## src/rtl/neuron_mac.sv

```systemverilog
// neuron_mac: fixed-point multiply-accumulate for one neuron. It seeds the
// accumulator with bias, adds LEN products x_in*w_in, then rescales and
// saturates the sum into phase_out.
// Ports: clk, rst (async, active high), start/bias (begin a dot product),
//   in_valid/in_ready with x_in/w_in (operand pairs),
//   out_valid/out_ready with phase_out (result), busy (not idle).
module neuron_mac #(
  parameter int N   = 32,
  parameter int Q   = 16,
  parameter int LEN = 16
) (
  input  logic         clk,
  input  logic         rst,
  input  logic         start,
  input  logic [N-1:0] bias,
  input  logic         in_valid,
  output logic         in_ready,
  input  logic [N-1:0] x_in,
  input  logic [N-1:0] w_in,
  output logic         out_valid,
  input  logic         out_ready,
  output logic [N-1:0] phase_out,
  output logic         busy
);

  // Headroom of clog2(LEN)+1 bits means LEN full-scale products plus the
  // shifted bias cannot wrap.
  localparam int AW = 2*N + $clog2(LEN) + 1;
  localparam int CW = (LEN > 1) ? $clog2(LEN) : 1;
  localparam logic [CW-1:0] LAST = CW'(LEN - 1);

  typedef enum logic [1:0] {
    IDLE,
    ACCUM,
    FIN,
    OUT
  } state_t;

  state_t state_q, state_d;

  logic signed [AW-1:0] acc_q, acc_d;
  logic [CW-1:0] cnt_q, cnt_d;
  logic [N-1:0] phase_q, phase_d;
  logic in_ready_q, in_ready_d;
  logic out_valid_q, out_valid_d;
  logic busy_q, busy_d;

  logic signed [2*N-1:0] prod;
  logic signed [AW-1:0] prod_ext;
  logic signed [AW-1:0] bias_ext;
  logic signed [AW-1:0] shifted;
  logic [AW-N:0] hi;
  logic [N-1:0] sat;
  logic take;

  assign prod     = $signed(x_in) * $signed(w_in);
  assign prod_ext = $signed({{(AW-2*N){prod[2*N-1]}}, prod});
  assign bias_ext = $signed({{(AW-N){bias[N-1]}}, bias}) <<< Q;
  assign take     = in_valid & in_ready_q;

  // Arithmetic shift floors toward minus infinity. The value fits in N bits
  // only when every bit from N-1 upward is a copy of the sign.
  assign shifted = acc_q >>> Q;
  assign hi      = shifted[AW-1:N-1];

  always_comb begin
    sat = shifted[N-1:0];
    if (!(&hi) && (|hi)) begin
      if (shifted[AW-1]) begin
        sat = {1'b1, {(N-1){1'b0}}};
      end else begin
        sat = {1'b0, {(N-1){1'b1}}};
      end
    end
  end

  always_comb begin
    state_d     = state_q;
    acc_d       = acc_q;
    cnt_d       = cnt_q;
    phase_d     = phase_q;
    in_ready_d  = in_ready_q;
    out_valid_d = out_valid_q;
    busy_d      = busy_q;
    unique case (state_q)
      IDLE: begin
        if (start) begin
          acc_d      = bias_ext;
          cnt_d      = '0;
          state_d    = ACCUM;
          in_ready_d = 1'b1;
          busy_d     = 1'b1;
        end
      end
      ACCUM: begin
        if (take) begin
          acc_d = acc_q + prod_ext;
          if (cnt_q == LAST) begin
            state_d    = FIN;
            in_ready_d = 1'b0;
          end else begin
            cnt_d = cnt_q + 1'b1;
          end
        end
      end
      FIN: begin
        phase_d     = sat;
        state_d     = OUT;
        out_valid_d = 1'b1;
      end
      OUT: begin
        if (out_ready) begin
          state_d     = IDLE;
          out_valid_d = 1'b0;
          busy_d      = 1'b0;
        end
      end
      default: begin
        state_d     = IDLE;
        in_ready_d  = 1'b0;
        out_valid_d = 1'b0;
        busy_d      = 1'b0;
      end
    endcase
  end

  always_ff @(posedge clk or posedge rst) begin
    if (rst) begin
      state_q     <= IDLE;
      acc_q       <= '0;
      cnt_q       <= '0;
      phase_q     <= '0;
      in_ready_q  <= 1'b0;
      out_valid_q <= 1'b0;
      busy_q      <= 1'b0;
    end else begin
      state_q     <= state_d;
      acc_q       <= acc_d;
      cnt_q       <= cnt_d;
      phase_q     <= phase_d;
      in_ready_q  <= in_ready_d;
      out_valid_q <= out_valid_d;
      busy_q      <= busy_d;
    end
  end

  assign in_ready  = in_ready_q;
  assign out_valid = out_valid_q;
  assign phase_out = phase_q;
  assign busy      = busy_q;

endmodule
```

## config.mk

```make
export PLATFORM = sky130hd
export DESIGN_NAME = neuron_mac
export DESIGN_NICKNAME = d
export VERILOG_FILES = /design/src/rtl/neuron_mac.sv
export SDC_FILE = /design/constraint.sdc
export NUM_CORES = 2
export LEC_CHECK = 0
export ABC_AREA = 0
export BUFFER_PORTS_ARGS = -buffer_cell sky130_fd_sc_hd__buf_2
export CAP_MARGIN = 20
export CELL_PAD_IN_SITES_DETAIL_PLACEMENT = 0
export CELL_PAD_IN_SITES_GLOBAL_PLACEMENT = 1
export CORE_UTILIZATION = 25
export CTS_CLUSTER_DIAMETER = 50
export DETAILED_ROUTE_END_ITERATION = 12
export GPL_TIMING_DRIVEN = 0
export PLACE_DENSITY = 0.48
export SLEW_MARGIN = 5
export SYNTH_ARGS = -nofsm -noshare
export SYNTH_HDL_FRONTEND = slang
export SYNTH_SLANG_ARGS = --single-unit
```

## constraint.sdc

```tcl
create_clock -name clk -period 21.4 [get_ports clk]
set_input_delay 1.07 -clock clk [delete_from_list [all_inputs] [get_ports clk]]
set_output_delay 1.07 -clock clk [all_outputs]
set_load 0.005 [all_outputs]
```

Word-level counts from Yosys, hierarchy flattened
Index checks and enable logic that the tools add are counted.
{ "word_totals": {"reg_bits": 110, "latch_bits": 0, "ram_bits": 0, "mem_bits_ro": 0, "output_inout_bits": 35, "wordCells": 55, "mem_count": 0} }
{ "op_classes": {"n_addsub": 2, "n_mul": 1, "n_div": 0, "n_lt_le_gt_ge": 0, "n_eq_ne": 9, "n_shift": 0, "n_mux": 21, "bitwise_logic": 1, "n_reduce_logical": 14} }
{ "ops": {"columns": ["operator", "n"], "rows": [
  ["$mux W69", 2],
  ["$pmux W69 S2", 1],
  ["$add A69 B64 Y69", 1],
  ["$mul A32 B32 Y64", 1],
  ["$mux W32", 2],
  ["$reduce_and A22 Y1", 1],
  ["$reduce_or A22 Y1", 1],
  ["$mux W4", 3],
  ["$reduce_and A4 Y1", 3],
  ["$ne A2 B2 Y1 const B", 5],
  ["$mux W2", 4],
  ["$pmux W2 S4", 1],
  ["$pmux W4 S2", 1],
  ["$pmux W1 S2", 3],
  ["$reduce_and A3 Y1", 2],
  ["$reduce_bool A2 Y1", 3],
  ["$add A4 B1 Y4 const B", 1],
  ["$eq A2 B2 Y1 const B", 2],
  ["$eq A4 B4 Y1 const B", 1],
  ["$mux W1", 4],
  ["$eq A2 B1 Y1 const B", 1],
  ["$logic_not A2 Y1", 1],
  ["$reduce_and A2 Y1", 1],
  ["$and A1 B1 Y1", 1],
  ["2 further kinds", 2]
]} }

Depth between registers and ports, before layout
{ "depth": {"ltp_word": 4, "ltp_mapped": 30, "depth_no_buf": 28} }

Worst setup path after synthesis
Ideal clock, no wire load.
{ "synth_path": {"kind": "input-to-reg", "start": "input port w_in[0]", "end": "register acc_q[68]", "arrival_time_ns": 9.301, "path_slack_ns": 11.957, "cell_stages": 25, "path_buffers": 2, "cell_sequence": "clkbuf_1 nand2_1 fa_1 fa_1 inv_1 fa_1 inv_1 fa_1 inv_1 fa_1 fa_1 fa_1 inv_1 fa_1 inv_1 ha_1 buf_2 and4_1 or3b_1 or3_1 o21ai_2 a211oi_2 o41ai_2 xnor2_1 a21oi_1"} }
{ "synth_via": {"elab_chain_cells": 4} }
{ "synth_lines": {"columns": ["element", "line_no", "source"], "rows": [
  ["start, declared", "19", "input logic [N-1:0] w_in,"],
  ["$mul A32 B32 Y64", "56", "assign prod = $signed(x_in) * $signed(w_in);"],
  ["$add A69 B64 Y69", "97", "acc_d = acc_q + prod_ext;"],
  ["$mux W69", "96", "if (take) begin"],
  ["$pmux W69 S2", "85", "unique case (state_q)"],
  ["end signal, assigned", "130", "acc_q <= '0;"],
  ["end signal, assigned", "138", "acc_q <= acc_d;"],
  ["end, declared", "41", "logic signed [AW-1:0] acc_q, acc_d;"]
]} }
Every way passes these cells. The select of a mux whose other input is x is not followed.
A chain may end at the register's enable or synchronous reset.

Final worst setup path
{ "layout_path": {"start": "input port x_in[23]", "end": "register acc_q[55]"} }
{ "layout_via": {"elab_chain_cells": 4} }
{ "layout_lines": {"columns": ["element", "line_no", "source"], "rows": [
  ["start, declared", "18", "input logic [N-1:0] x_in,"],
  ["$mul A32 B32 Y64", "56", null],
  ["$add A69 B64 Y69", "97", null],
  ["$mux W69", "96", null],
  ["$pmux W69 S2", "85", null]
]} }
Every way passes these cells. The select of a mux whose other input is x is not followed.

==> run_results.csv <==
group,metric,value,unit
status,status,"finished clean",
die,num_io_pins,136,
route,drt-pass1-iter-count,7,
die,die_h,433,um
yosys,seq_area_frac_synth,5.92,%
timing,tightest_slew,1.22,ns
route,antenna_left,0,
run,maxCapViolations,0,
route,wl_per_cell,24.6,um
cts,cts_made_buffers,9,
timing,slew_viol_final,0,
cells_and_area,final_common_cell,"inv_1",
critical_path,cp.arrival,10.50,ns
die,dieArea,0.188,mm2
yosys,syn_area_per_cell,9.34,um2
critical_path,path_class,"input port to flop",
global_route,antenna_found_initial,35,
cts,cts_hold_buf,0,
route,routed_wl,188000,um
die,die_w,433,um
cts,post_cts_resized,0,
timing,setup_tns,0,ns
yosys,synthArstFlopShare,100,%
timing,finalHoldViolCount,0,
cells_and_area,syn2layout_area_growth,9.75,%
critical_path,slowest_delay,0.84,ns
min_path,min_path_type,"flop to flop",
timing,rsz0062_at_grt,"false",
timing,period_share,47.7,%
timing,setup-violations-final,0,
yosys,syn_nets,6574,
cts,cts_sinks,110,
global_route,grt_first_pass_wirelength,271000,um
route,via_count,33900,
yosys,synth-edff-count,0,
placed_design,portBuffers,135,
critical_path,critPathMaxFanout,10,
critical_path,worst_setup_path_end_kind,"flop",
cts,htree_levels,3,
placed_design,dpl.hpwl,166000,um
die,rows,157,
timing,post-route-min-period,10.21,ns
yosys,synth-main-ff-cell,"dfrtp_1",
global_route,overflow,0,
cells_and_area,drive_above_1_share,4.54,%
die,initial_core_util,25.3,%
global_route,grt_max_degree,73,
route,drc,0,
cts,clk_pin_slew,0.08,ns
timing,max_freq,97.9,MHz
yosys,ys_ff_latch,110,
global_route,grt_pass1_vias,37700,
critical_path,critPathSlowestCell,"clkbuf_1",
yosys,yosysWarnings,0,
yosys,synth_cells,4979,
cells_and_area,layout_common_cells,"inv_1 (1312), fa_1 (1259), nand2_1 (625)",
placed_design,gp_congestion,0.903,
critical_path,critPathLaunchType,"input port",
critical_path,crit_top_cell,"fa_1",
yosys,synth_area,0.0465,mm2
cts,cts_setup_buffers,0,
die,core,0.184,mm2
cts,cts_tree,"done",
yosys,ys_types,66,
timing,slew_headroom,19.0,%
timing,fin_skew,0.00851,ns
route,vias_per_cell,4.45,
cts,clk_latency,0.40,ns
global_route,track_usage,20.5,%
cts,clk_path_buf_depth,2,
cts,root_buffer,"clkbuf_16",
route,drt_iter0_markers,2181,
critical_path,cp.required,21.68,ns
cells_and_area,nNetsFinal,6746,
-- worst max-delay path, delay by kind of cell --
| family | cells | cell delay (ns) |
|---|---|---|
| buf+inv | 7 | 1.42 |
| xor+xnor | 1 | 0.19 |
| compound gates | 6 | 2.25 |
| simple gates | 4 | 0.87 |
| fa+ha+maj | 9 | 4.65 |
-- through the flow --
step	util (%)	std cells	setup WS (ns)	instance area (um2)	hold slack, ns
finish	27.8	7626	11.19	51000	0.506
CTS	27.8	7620	11.21	51000	0.511
detailed placement	27.6	7604	10.79	50700	0.491
global placement	27.3	7578	9.25	50300	0.489
global route	27.8	7621	10.68	51000	0.526
floorplan	-	4979	11.96	46500	0.473
-- final timing paths --
check                                            end  slack (ns)                      from  depth (start not counted)
setup / recovery               acc_q[55]$_DFFE_PP0P_       11.19                  x_in[23]                         27
hold / removal              phase_out[7]$_DFFE_PP0P_        0.51  phase_out[7]$_DFFE_PP0P_                          1
setup reg to reg               acc_q[55]$_DFFE_PP0P_       12.64     acc_q[21]$_DFFE_PP0P_                         26
hold reg to reg             phase_out[7]$_DFFE_PP0P_        0.51  phase_out[7]$_DFFE_PP0P_                          1
max in group asynchronous       acc_q[9]$_DFFE_PP0P_       19.97                       rst                          3
min in group asynchronous  phase_out[22]$_DFFE_PP0P_        0.68                       rst                          2
-- layout make-up --
| class | instances | area (um2) |
|---|---|---|
| sequential | 110 | 2750 |
| buffer | 255 | 972 |
| timing repair buffer | 161 | 1110 |
| clock buffer | 11 | 233 |
| inverter | 1316 | 4940 |
| tap | 2464 | 3080 |
| fill | 20200 | 133000 |
| multi-input combinational | 3298 | 37900 |
| antenna | 6 | 15.0 |
| clock inverter | 5 | 82.6 |
-- flip-flops by register name (all words and copies together) (netlist names) --
name / count
acc_q: 69
cnt_q: 4
out_valid: 1
busy: 1
state_q: 2
in_ready: 1
phase_out: 32
-- layer usage --
metal	share of wire [%]	track usage [%]
met5	0	0
met4	2.5	4.51
met3	4.6	2.05
met2	52	37.3
met1	41	26.1
-- cells by family after synthesis --
logic type	share of synthesized area (%)
buffers and inverters	12.7
adders and majority gates	60.5
and+or+nand+nor	13.6
AOI/OAI and AO/OA	5.00
DFF	5.92
xor gates and xnor gates	1.34
muxes	0.864
-- Yosys cell counts, drive strengths merged, types with 4 or more instances --
cell type	n	area [um2]
o211ai	8	60.1
fa	1260	25200
o21bai	10	75.1
nand4	24	150
xor2	25	219
nand2	626	2350
nor3b	4	30.0
o21ai	95	479
nor2	114	428
o22ai	23	150
dfrtp	110	2750
a22o	4	35.0
a211o	4	35.0
and3	11	68.8
a21o	27	203
nand3	22	110
ha	234	2930
xnor2	46	403
nand2b	6	37.5
clkbuf	244	916
mux2	33	372
a21boi	4	30.0
and2	470	2940
nor4	6	37.5
buf	11	56.3
nor3	18	90.1
inv	1316	4940
o221ai	7	61.3
o21a	10	75.1
a211oi	8	65.1
a21oi	145	729
a31oi	11	75.1
nor2b	6	37.5
Power is not shown: default switching activity piles up to over one toggle a cycle in this logic, so the estimate is an artifact.
